## config.mk

```make
export PLATFORM = sky130hd
export DESIGN_NAME = sc1_demux_sweep
export DESIGN_NICKNAME = d
export VERILOG_FILES = /design/src/rtl/sc1_demux_sweep.sv
export SDC_FILE = /design/constraint.sdc
export NUM_CORES = 1
export LEC_CHECK = 0
export ABC_AREA = 1
export BUFFER_PORTS_ARGS = -buffer_cell sky130_fd_sc_hd__clkbuf_2
export CAP_MARGIN = 15
export CORE_AREA = 3 3 74 76
export CTS_CLUSTER_DIAMETER = 40
export CTS_CLUSTER_SIZE = 10
export DETAILED_ROUTE_END_ITERATION = 6
export DIE_AREA = 0 0 77 79
export PLACE_DENSITY = 0.81
export SLEW_MARGIN = 10
export SYNTH_ARGS = -nofsm -noshare
export SYNTH_HDL_FRONTEND = slang
export SYNTH_SLANG_ARGS = --single-unit
```

## constraint.sdc

```tcl
create_clock -name clk -period 3.94 [get_ports clk]
set_input_delay 0.197 -clock clk [delete_from_list [all_inputs] [get_ports clk]]
set_output_delay 0.197 -clock clk [all_outputs]
set_load 0.05 [all_outputs]
```

## src/rtl/sc1_demux_sweep.sv

```systemverilog
// Registered 1-to-NUM_CH demultiplexer with a sequenced clear-all sweep.
// Ports:
//   clk, rst (async, active-high)
//   enable, encoder_in, data_in, valid_in -> ready_out (valid/ready request side)
//   ch_bus (channel regs), ch_strobe (update pulses), busy (sweep), err_sel (sticky)
module sc1_demux_sweep #(
  parameter int WIDTH  = 4,
  parameter int SEL_W  = 4,
  parameter int NUM_CH = 11
) (
  input  logic                    clk,
  input  logic                    rst,
  input  logic                    enable,
  input  logic [SEL_W-1:0]        encoder_in,
  input  logic [WIDTH-1:0]        data_in,
  input  logic                    valid_in,
  output logic                    ready_out,
  output logic [NUM_CH*WIDTH-1:0] ch_bus,
  output logic [NUM_CH-1:0]       ch_strobe,
  output logic                    busy,
  output logic                    err_sel
);

  typedef enum logic {
    IDLE  = 1'b0,
    CLEAR = 1'b1
  } state_t;

  localparam logic [SEL_W-1:0] MAX_CODE = SEL_W'(NUM_CH);
  localparam logic [SEL_W-1:0] LAST_CNT = SEL_W'(NUM_CH - 1);

  state_t                        state_q, state_d;
  logic [SEL_W-1:0]              cnt_q, cnt_d;
  logic [NUM_CH-1:0][WIDTH-1:0]  ch_q, ch_d;
  logic [NUM_CH-1:0]             stb_q, stb_d;
  logic                          err_q, err_d;
  logic                          accept;

  assign ready_out = enable & (state_q == IDLE);
  assign accept    = valid_in & ready_out;
  assign ch_bus    = ch_q;
  assign ch_strobe = stb_q;
  assign busy      = (state_q == CLEAR);
  assign err_sel   = err_q;

  always_comb begin
    state_d = state_q;
    cnt_d   = cnt_q;
    ch_d    = ch_q;
    stb_d   = '0;
    err_d   = err_q;
    unique case (state_q)
      IDLE: begin
        if (accept) begin
          if (encoder_in == '0) begin
            state_d = CLEAR;
            cnt_d   = '0;
            err_d   = 1'b0;
          end else if (encoder_in > MAX_CODE) begin
            err_d = 1'b1;
          end else begin
            for (int i = 0; i < NUM_CH; i++) begin
              if (encoder_in == SEL_W'(i + 1)) begin
                ch_d[i]  = data_in;
                stb_d[i] = 1'b1;
              end
            end
          end
        end
      end
      CLEAR: begin
        // Zero one channel per cycle, strobing it like a write.
        for (int i = 0; i < NUM_CH; i++) begin
          if (cnt_q == SEL_W'(i)) begin
            ch_d[i]  = '0;
            stb_d[i] = 1'b1;
          end
        end
        if (cnt_q == LAST_CNT) begin
          state_d = IDLE;
          cnt_d   = '0;
        end else begin
          cnt_d = cnt_q + 1'b1;
        end
      end
      default: state_d = IDLE;
    endcase
  end

  always_ff @(posedge clk or posedge rst) begin
    if (rst) begin
      state_q <= IDLE;
      cnt_q   <= '0;
      ch_q    <= '0;
      stb_q   <= '0;
      err_q   <= 1'b0;
    end else begin
      state_q <= state_d;
      cnt_q   <= cnt_d;
      ch_q    <= ch_d;
      stb_q   <= stb_d;
      err_q   <= err_d;
    end
  end

endmodule

```

* After elaboration in Yosys (flattened, before gate mapping)
Index checks and enable logic that the tools add are counted.
Storage, ports and cells: bits in latches 0, register bits after elaboration 61, bits in read-only memories 0, output and inout port bits 58, memories 0, bits of input ports 12, memory bits (writable) 0, word-level logic and storage cells 145
Cells by class: shifts and indexed selects 0, muxes and demuxes 62, add/sub/neg operators 1, equality and inequality tests 47, bitwise logic cells 3, multiply operators 0, div/mod/pow operators 0, reduce and logical (&&, ||, !) cells 16, magnitude comparators 1
Operators with widths (number):
- $mux W44 | 3
- $mux W4 | 25
- $pmux W44 S2 | 1
- $reduce_and A5 Y1 | 11
- $ne A2 B1 Y1 const B | 23
- $mux W11 | 3
- $eq A4 B3 Y1 const B | 8
- $eq A4 B4 Y1 const B | 7
- $mux W1 | 27
- $pmux W11 S2 | 1
- $eq A4 B2 Y1 const B | 4
- $eq A4 B1 Y1 const B | 2
- $logic_not A4 Y1 | 2
- $pmux W4 S2 | 1
- $ne A2 B2 Y1 const B | 3
- $add A4 B1 Y4 const B | 1
- $gt A4 B4 Y1 const B | 1
- $reduce_and A3 Y1 | 1
- $and A1 B1 Y1 | 2
- $pmux W1 S2 | 1
- $reduce_and A2 Y1 | 1
- $reduce_bool A2 Y1 | 1
- $not A1 Y1 | 1

* Depth between registers and ports, before layout
word-level depth 6, mapped depth 8, depth with buffers taken out 7

* Worst setup path after synthesis
No wires, ideal clock.
kind register -> register, start register state_q, in the netlist busy, end register ch_q (netlist bit ch_bus[20]), cell stages (with the launch flop) 9, path slack 2423 ps, arrival time 1399 ps, setup time 118 ps, required time 3822 ps, period minus slack after synthesis 1517 ps, buffers on the path 1, cells stage by stage dfrtp_1 -> inv_2 -> nand3_2 -> inv_2 -> buf_8 -> nand2_4 -> nand2_2 -> nand2_1 -> nand2_1
On the way: word-level cells in the longest chain between the ends 5, elaborated cells on any way between the ends 10, classes of those cells eq/ne: 5; mux: 1; bitwise: 3; reduce/logical: 1
Ends and longest elaborated chain:
- from (decl) | RTL line 32 | state_t state_q, state_d;
- from (signal assigned) | RTL line 98 | state_q <= state_d;
- $not A1 Y1 (no line)
- $and A1 B1 Y1 | RTL line 39 | assign ready_out = enable & (state_q == IDLE);
- $and A1 B1 Y1 | RTL line 40 | assign accept = valid_in & ready_out;
- $ne A2 B2 Y1 (no line)
- $reduce_and A5 Y1 (no line)
- to (signal assigned) | RTL line 100 | ch_q <= ch_d;
- to (decl) | RTL line 34 | logic [NUM_CH-1:0][WIDTH-1:0] ch_q, ch_d;
Parallel ways exist; a longest one is shown, timed or not. A chain may end at the register's enable or synchronous reset.

* Worst setup path after layout
start register state_q, in the netlist busy, end register ch_q (netlist bit ch_bus[28])
The elaborated chain is that of the path after synthesis.

==> impl_metrics.py <==
metrics = {
    "run_status": {
        "status": "completed",
    },
    "critical_path": {
        "worstPathRequired_ns": 4.21,
        "cpMostUsedCell": "nand2_1",
        "crit_type": "reg -> reg",
        "critPathLaunchType": "flip-flop",
        "critPathCaptureType": "flip-flop",
        "slowest_delay_ns": 0.55,
        "path_cells": "inv_2, nand3_2, inv_2, nand2_1, nand2_2, nand2_1, nand2_1",
        "r2r_cells": 7,
        "crit_family": "simple AND/OR/NAND/NOR gates",
        "r2r-start": "busy",
        "worstPathArrival_ns": 2.10,
        "r2r-end": "ch_bus[28]",
        "r2r_setup_slack_ns": 2.11,
        "slowest_stage": "dfrtp_1",
        "crit_buf_inv": 2,
        "crit_path_max_fanout": 16,
    },
    "timing": {
        "setup_viol": 0,
        "fin_skew_ns": 0.00610,
        "report.final.slew_viol_count": 0,
        "period_needed_ns": 1.83,
        "max_freq_mhz": 546,
        "worst_pin_slew_ns": 1.01,
        "tns_ns": 0,
        "relSlewSlack_pct": 32.1,
        "whs_ns": 0.0294,
        "finalCritPeriodShare_pct": 46.5,
        "rsz0062_at_grt": "no",
        "final-hold-violation-count": 0,
    },
    "clock_tree": {
        "cts_tree": "built",
        "clock_sinks": 61,
        "cts_hold_buf": 0,
        "clkTransAtPathRegs_ns": 0.06,
        "clockBufferDepth": 2,
        "cts_setup_buffers": 0,
        "cts_max_level": 3,
        "clock_latency_ns": 0.33,
        "numCtsBuffers": 9,
        "cts_resized": 0,
        "root_buffer": "clkbuf_8",
    },
    "logic_synthesis": {
        "avgSynthCellArea_um2": 8.52,
        "yosysUniqueCellTypes": 18,
        "netlist_instances": 314,
        "syn-num-nets": 326,
        "syn-cell-area_um2": 2670,
        "ys_warn_count": 0,
        "ys_ff_latch": 61,
        "ys_seq_area_share_pct": 57.1,
    },
    "die": {
        "fp.dieH_um": 79,
        "die_w_um": 77,
        "start_util_pct": 55.9,
        "ios": 70,
        "design.core.area_um2": 4790,
        "std_cell_rows": 25,
        "die_area_um2": 6080,
    },
    "cells_and_area": {
        "fin_nets": 401,
        "syn2layout_area_growth_pct": 21.0,
        "design_area_um2": 3230,
        "drive_gt1_share_pct": 28.0,
        "final_util_pct": 67.6,
        "n_antenna_cell": 0,
    },
    "placed_design": {
        "portBuffers": 69,
        "dp_hpwl_um": 4390,
        "placed_area_um2": 3080,
        "place_congestion": 0.904,
    },
    "grt": {
        "grt.total_usage_pct": 21.8,
        "grt-ovfl-total": 0,
        "grt_pass1_vias": 2177,
        "grt_pass1_wl_um": 10100,
        "antenna_found_initial": 0,
        "grt_max_degree": 62,
    },
    "power": {
        "comb_power_share_pct": 48.8,
        "p_switching_mw": 1.49,
        "pwr_density_cell_nw_per_um2": 889,
        "internal-power_mw": 1.39,
        "pwr-share-clk_pct": 16.0,
        "swShare_pct": 51.7,
        "p_leak_nw": 1.99,
        "seqPwrFrac_pct": 35.1,
        "ir_drop_uv": 493,
    },
    "routing": {
        "avgViaCountPerCell": 5.02,
        "wl_um": 6210,
        "route.detailed.drc": 0,
        "antenna_left": 0,
        "first_iter_violations": 137,
        "vias": 2310,
        "wl_per_cell_um": 13.5,
        "firstDrtPassIters": 5,
    },
    "hold_path": {
        "hold_path.class": "in -> async",
    },
    "flow_run": {
        "max_cap_violations": 0,
    },
}
-- synthesized netlist by cell type --
library cell | n | area [µm²]
or2_2 | 1 | 6.26
nand2_1 | 122 | 458
inv_1 | 15 | 56.3
a21oi_1 | 1 | 5.00
nand3_1 | 53 | 265
nor2_2 | 2 | 12.5
o21ai_0 | 1 | 5.00
clkbuf_1 | 4 | 15.0
nand2_2 | 11 | 68.8
inv_2 | 3 | 11.3
nand3_2 | 1 | 10.0
dfrtp_1 | 61 | 1530
nand4_1 | 2 | 12.5
buf_8 | 1 | 15.0
nand2_4 | 9 | 101
buf_2 | 1 | 5.00
o22ai_1 | 1 | 6.26
nor2_1 | 25 | 93.8
-- layer usage --
layer	GRT usage, %	part of all wire, %	vias up
li1	-	-	1148
met1	28.1	45	1072
met2	34.0	46	82
met3	7.03	7.5	8
met4	9.96	1.3	0
met5	0	0	-
-- area by class of cell --
type	count	area, µm²
clock buffers	13	149
clock inverters	2	10.0
fillers	398	1550
inverters	18	67.6
multi-input cells	229	1040
flip-flops and latches	61	1530
well taps	67	83.8
repair buffers	70	353
-- cell families after synthesis --
family | after synthesis | share of synthesized area (%)
AOI/OAI and AO/OA | 3 | 0.608
DFF | 61 | 57.1
buffers and inverters | 24 | 3.84
and+or+nand+nor | 226 | 38.5
-- how the worst max path moves through the flow --
stage	start	end	slack, ns	depth (start not counted)
floorplan	rst	busy	2.23	1
global placement	busy	ch_bus[28]	2.24	7
detailed placement	busy	ch_bus[31]	2.14	7
CTS	busy	ch_bus[28]	2.11	7
global route	busy	ch_bus[28]	1.91	7
finish	busy	ch_bus[28]	2.11	7
-- flip-flops by register name, summed over array words and instances (netlist names) --
| register | flops |
|---|---|
| ch_bus | 44 |
| busy | 1 |
| ch_strobe | 11 |
| cnt_q | 4 |
| err_sel | 1 |
-- metrics by stage --
stage          power (mW)  setup WS (ns)  instances
3_3_place_gp         2.40           2.24        445
5_1_grt              3.03           1.91        460
3_5_place_dp         2.43           2.14        445
6_report             2.87           2.11        460
2_1_floorplan        2.10           2.23        314
4_1_cts              2.89           2.11        460
-- worst register-to-register path, delay by kind of cell, from the launching register on --
kind	cells	cell delay, ns
AND/OR/NAND/NOR	5	0.68
buffers and inverters	2	0.55
flip-flops	1	0.55
-- cell usage in the layout, fill, tap and decap left out, types with 2 or more instances in the layout --
cell type	Yosys	final
nand4_1	2	2
nor2_2	2	2
clkbuf_1	4	3
nor2_1	25	25
inv_1	15	14
nand2_4	9	9
nand2_1	122	122
clkinv_2	0	2
inv_2	3	4
clkbuf_2	0	69
nand3_1	53	53
nand2_2	11	11
dfrtp_1	61	61
clkbuf_8	0	10
-- power by group through the flow --
| stage | clock network, mW | registers, mW | logic, mW |
|---|---|---|---|
| 2_1_floorplan | 0 | 1.68 | 0.414 |
| 3_3_place_gp | 0 | 1.01 | 1.39 |
| 3_5_place_dp | 0 | 1.02 | 1.41 |
| 4_1_cts | 0.470 | 1.01 | 1.41 |
| 5_1_grt | 0.496 | 1.04 | 1.49 |
| 6_report | 0.461 | 1.01 | 1.40 |
No activity file was read; power rests on OpenSTA's default activity.
